==> src/rtl/index_release_decoder_if.sv <==
// Release-request handshake: a transfer occurs on a cycle where in_valid and in_ready are both high.
// in_index must be held stable while in_valid is high and the transfer has not yet occurred.
interface index_release_decoder_if #(
    parameter int N = 5
);
    logic         in_valid;
    logic         in_ready;
    logic [N-1:0] in_index;

    modport master (output in_valid, output in_index, input in_ready);
    modport slave  (input in_valid, input in_index, output in_ready);
endinterface

==> src/rtl/index_release_decoder.sv <==
// Decodes released slot indices to one-hot pulses and accumulates them in a pending mask
// with an incrementally tracked population count and sticky range/duplicate error flags.
module index_release_decoder #(
    parameter int M = 32,
    parameter int N = 5
) (
    input  logic                    clk,
    input  logic                    rst_n,
    input  logic                    flush,
    index_release_decoder_if.slave  rel,
    input  logic [M-1:0]            clr,
    output logic                    dec_valid,
    output logic [M-1:0]            dec_onehot,
    output logic [M-1:0]            pending,
    output logic                    any_pending,
    output logic [N:0]              pending_cnt,
    output logic                    range_err,
    output logic                    dup_err
);

    if ((2 ** N) < M) begin : g_bad_params
        $error("index_release_decoder: 2**N must be >= M");
    end

    localparam logic [N:0]   M_LIM = (N + 1)'(M);
    localparam logic [M-1:0] ONE   = M'(1);

    function automatic logic [N:0] popcount(input logic [M-1:0] v);
        logic [N:0] c;
        c = '0;
        for (int i = 0; i < M; i++) begin
            c = c + {{N{1'b0}}, v[i]};
        end
        return c;
    endfunction

    logic         acc;
    logic         in_range;
    logic         legal;
    logic [M-1:0] set_vec;
    logic [M-1:0] kept;
    logic [M-1:0] cleared;
    logic         dup;
    logic         new_bit;
    logic [N:0]   cnt_n;

    assign rel.in_ready = rst_n & ~flush;
    assign any_pending  = |pending;

    always_comb begin
        acc      = rel.in_valid & rel.in_ready;
        in_range = {1'b0, rel.in_index} < M_LIM;
        legal    = acc & in_range;
        set_vec  = legal ? (ONE << rel.in_index) : '0;
        kept     = pending & ~clr;
        cleared  = pending & clr;
        // A bit cleared and set in the same cycle is a fresh entry, so only surviving bits count as duplicates.
        dup      = |(set_vec & kept);
        new_bit  = |(set_vec & ~kept);
        cnt_n    = pending_cnt - popcount(cleared) + {{N{1'b0}}, new_bit};
    end

    always_ff @(posedge clk or negedge rst_n) begin
        if (!rst_n) begin
            pending     <= '0;
            pending_cnt <= '0;
            dec_valid   <= 1'b0;
            dec_onehot  <= '0;
            range_err   <= 1'b0;
            dup_err     <= 1'b0;
        end else if (flush) begin
            pending     <= '0;
            pending_cnt <= '0;
            dec_valid   <= 1'b0;
            dec_onehot  <= '0;
        end else begin
            pending     <= kept | set_vec;
            pending_cnt <= cnt_n;
            dec_valid   <= legal;
            dec_onehot  <= set_vec;
            if (acc && !in_range) range_err <= 1'b1;
            if (dup)              dup_err   <= 1'b1;
        end
    end

    a_onehot: assert property (@(posedge clk) disable iff (!rst_n) $onehot0(dec_onehot));
    a_valid:  assert property (@(posedge clk) disable iff (!rst_n) dec_valid == (|dec_onehot));
    a_count:  assert property (@(posedge clk) disable iff (!rst_n) 32'(pending_cnt) == $countones(pending));

endmodule

==> src/flat_wrapper.sv <==
// flat-port wrapper written by rule: the top's interface ports become plain ports
module index_release_decoder_flat 
#(
    parameter int M = 32,
    parameter int N = 5
)
  (clk, rst_n, flush, clr, dec_valid, dec_onehot, pending, any_pending, pending_cnt, range_err, dup_err, rel_in_valid, rel_in_index, rel_in_ready);
  index_release_decoder_if #(.N(N)) rel_i ();
  input  logic clk;
  input  logic rst_n;
  input  logic flush;
  input  logic [M-1:0] clr;
  output logic dec_valid;
  output logic [M-1:0] dec_onehot;
  output logic [M-1:0] pending;
  output logic any_pending;
  output logic [N:0] pending_cnt;
  output logic range_err;
  output logic dup_err;
  input wire logic [$bits(rel_i.in_valid)-1:0] rel_in_valid;
  input wire logic [$bits(rel_i.in_index)-1:0] rel_in_index;
  output wire logic [$bits(rel_i.in_ready)-1:0] rel_in_ready;
  assign rel_i.in_valid = rel_in_valid;
  assign rel_i.in_index = rel_in_index;
  assign rel_in_ready = rel_i.in_ready;
  index_release_decoder #(.M(M), .N(N)) u_core (.clk(clk), .rst_n(rst_n), .flush(flush), .rel(rel_i), .clr(clr), .dec_valid(dec_valid), .dec_onehot(dec_onehot), .pending(pending), .any_pending(any_pending), .pending_cnt(pending_cnt), .range_err(range_err), .dup_err(dup_err));
endmodule
==> config.mk <==
export PLATFORM = sky130hd
export DESIGN_NAME = index_release_decoder_flat
export DESIGN_NICKNAME = d
export VERILOG_FILES = /design/src/rtl/index_release_decoder_if.sv /design/src/rtl/index_release_decoder.sv /design/src/flat_wrapper.sv
export SDC_FILE = /design/constraint.sdc
export NUM_CORES = 1
export LEC_CHECK = 0
export ABC_AREA = 1
export CAP_MARGIN = 25
export CORE_AREA = 2 2 112 114
export DETAILED_ROUTE_END_ITERATION = 8
export DIE_AREA = 0 0 114 116
export PLACE_DENSITY = 0.73
export SETUP_SLACK_MARGIN = 0.1
export SYNTH_ARGS = -nofsm -noshare
export SYNTH_HDL_FRONTEND = slang
export SYNTH_SLANG_ARGS = --single-unit
==> constraint.sdc <==
create_clock -name clk -period 12.75 [get_ports clk]
set_clock_uncertainty 0.2 [all_clocks]
set_input_delay 2.55 -clock clk [delete_from_list [all_inputs] [get_ports clk]]
set_output_delay 2.55 -clock clk [all_outputs]
set_load 0.02 [all_outputs]
==> metrics <==
result of the run finished clean; number of unique standard cell types used by synthesis 20; via total after detailed routing about 4300; commonest cells after routing, fill and taps aside 168 x sky130_fd_sc_hd__nor2_1, 119 x sky130_fd_sc_hd__inv_1, 113 x sky130_fd_sc_hd__clkdlybuf4s50_1; starting utilization of the core area between 30% and 40%; Seq/Total Area, Yosys between 30% and 40%; NumNets Final ~800; number of warning messages in the yosys log 0; Worst-Margin Slew 0.762 ns; max-slew violation count 0; global route total overflow 0; Buf/Inv on CP 8; Site Rows 40; final cycle utilization of the critical path between 70% and 80%; TritonCTS Buffers 9; CP required ~13 ns; unrepaired setup endpoints after global routing no; global-route usage over all layers between 20% and 30%; Critical Path Max Stage Delay 0.54 ns; worst setup slack for register-to-register paths 6.57 ns; Setup Viol. Count Final 0; met2 wire len 7390 um; met1 routed wirelength after detailed routing between 6000 and 7000 um; startpoint of the worst setup timing path flush; critical path data arrival time slightly above 9 ns; cell count after placement between 800 and 900; TritonCTS clock tree done; area share of the largest cell type after synthesis a little under two fifths; number of hold buffers added after cts 0; ratio of cells with drive above 1 in the final layout 4.70%; critical path launch point type input port; total of cells resized after clock tree synthesis 0; path length in cells of the critical path 30; final critical delay including setup and external delays just over 9 ns; max-cap check violation count 0; met3 wirelength from detailed routing between 1000 and 1500 um; placed wire-length estimate roughly 12000 um; leakage between 3 and 4 nW; largest cells by area after synthesis sky130_fd_sc_hd__dfrtp_1 38%, sky130_fd_sc_hd__nor2_1 13%, sky130_fd_sc_hd__fa_1 13%, sky130_fd_sc_hd__inv_1 9.4%, sky130_fd_sc_hd__ha_1 6.9%; family with the most delay on the worst path adder cells; Num Clock Sinks between 70 and 80; post-synthesis cell area 4750 um2; number of buffers on the longest clock path 2; end point of the critical path u_core.pending_cnt[5]$_DFF_PN0_; Gate Count Post-Synth 602; initial antenna violation count 0; H-tree depth 3; type of destination of the critical path register; vias in the first global route 4335; Post-CTS Setup Bufs 0; Via-to-Cell Ratio 4.89; worst reg-to-reg path cell count 24; pin count of the biggest net entering global routing 73; CTS root buffer sky130_fd_sc_hd__clkbuf_16; #FFs+latches synth 72; type of the tightest min-delay check reg -> reg; Initial DRT Pass Iterations 5; Post-Route WL approximately 15000 um; class of the most critical setup path in -> reg; die span in x 114 um; final setup TNS 0 ns; final weighted congestion in routability-driven placement approximately 0.94; post-layout utilization of the core between 50% and 60%; post-route antenna net violation count 0; Die Footprint roughly 13000 um2; peak clock frequency supported by timing 109 MHz; Syn Nets 699; Worst IR Drop VDD 62.8 uV; growth of design area from synthesis to finish 33.7%; biggest fanout along the worst timing path 40; mean instance size in the synthesized netlist about 8 um2; largest area contributor in the netlist sky130_fd_sc_hd__dfrtp_1; worst rel slew slack between 40% and 50%; cell repeated most along the worst path sky130_fd_sc_hd__fa_1; Cell Pwr Density 109 nW/um2; clock latency of the later-clocked register in the worst-skew pair ~0.35 ns; clock edge transition at the registers on the reported setup and hold paths approximately 0.060 ns; total power draw 691 uW; highest-delay cell along the critical path sky130_fd_sc_hd__fa_1; routed wirelength normalized by instance count about 17 um; DR iter-0 viols ~310; die height about 120 um; first-pass GRT wire length roughly 24000 um; highest metal layer with signal wires met4; FF-to-FF End u_core.pending_cnt[5]$_DFF_PN0_; number of buffers added on ports 114; # IOs roughly 120; commonest non-fill, non-tap cell in the layout sky130_fd_sc_hd__nor2_1; startpoint of the worst-slack reg-to-reg timing path u_core.pending[31]$_DFF_PN0_; Core Area ~12000 um2; final hold violation count 0; antenna fix cells 0; Cell Count, Final, Fillers Out a little under 900; DRC errors left 0
-- flip-flops by register name, summed over array words and instances (netlist names) --
register and flops:
u_core.pending 32, u_core.dec_valid 1, u_core.dec_onehot 32, u_core.pending_cnt 6
u_core.dup_err 1
-- cell families after synthesis --
| kind of cell | after synthesis | share of synthesized area (%) |
|---|---|---|
| and+or+nand+nor | 332 | 30.5 |
| buffers and inverters | 138 | 11.5 |
| DFF | 72 | 37.9 |
| adders and majority gates | 56 | 19.5 |
| other | 1 | 0.0790 |
| xor gates and xnor gates | 3 | 0.553 |
-- cells in the mapped netlist, drive strengths merged --
cell type,instances
ha,26
xnor2,3
clkbuf,4
conb,1
nor4,2
nand3,41
dfrtp,72
inv,124
buf,10
fa,30
nand3b,28
nand2,79
nor2,174
nor3,1
nand4,7
-- worst min-delay path by stage --
stage                                     from                         end  cells past startpoint
floorplan           u_core.dup_err$_DFFE_PN0P_  u_core.dup_err$_DFFE_PN0P_                      2
global placement    u_core.dup_err$_DFFE_PN0P_  u_core.dup_err$_DFFE_PN0P_                      2
detailed placement  u_core.dup_err$_DFFE_PN0P_  u_core.dup_err$_DFFE_PN0P_                      2
CTS                 u_core.dup_err$_DFFE_PN0P_  u_core.dup_err$_DFFE_PN0P_                      2
global route        u_core.dup_err$_DFFE_PN0P_  u_core.dup_err$_DFFE_PN0P_                      2
finish              u_core.dup_err$_DFFE_PN0P_  u_core.dup_err$_DFFE_PN0P_                      2
-- tightest hold or removal path, cell delays in order (launching register included) --
cell	delay, ns
sky130_fd_sc_hd__dfrtp_1	0.36
sky130_fd_sc_hd__inv_1	0.05
sky130_fd_sc_hd__nand3_1	0.07
-- layer usage --
| metal | global-route usage, % | vias up |
|---|---|---|
| li1 | - | 2026 |
| met1 | 32.1 | 2050 |
| met2 | 40.0 | 160 |
| met3 | 5.75 | 19 |
| met4 | 6.59 | 0 |
| met5 | 0 | - |
-- layout make-up --
cell class                      instances  area (um2)
Timing Repair Buffer                  119        1190
Sequential cell                        72        1800
Multi-Input combinational cell        392        2400
Clock inverter                          5        55.1
Inverter                              124         465
Tap cell                              147         184
Fill cell                            1153        5560
Clock buffer                           11         253
-- metrics by stage --
step / setup slack (ns) / hold slack, ns / cell area [um2]
3_3_place_gp: 3.36 / 0.277 / 6020
3_5_place_dp: 3.22 / 0.294 / 6020
5_1_grt: 3.18 / 0.357 / 6350
4_1_cts: 3.58 / 0.308 / 6330
2_1_floorplan: 4.71 / 0.390 / 4750
6_report: 3.60 / 0.305 / 6350
-- power by group --
group | leakage, nW | switching, mW | internal, mW
logic | 1.92 | 0.100 | 0.0827
clock network | 0.148 | 0.102 | 0.161
registers | 0.994 | 0.00697 | 0.237
total | 3.06 | 0.209 | 0.482
No activity file was read; power rests on OpenSTA's default activity.
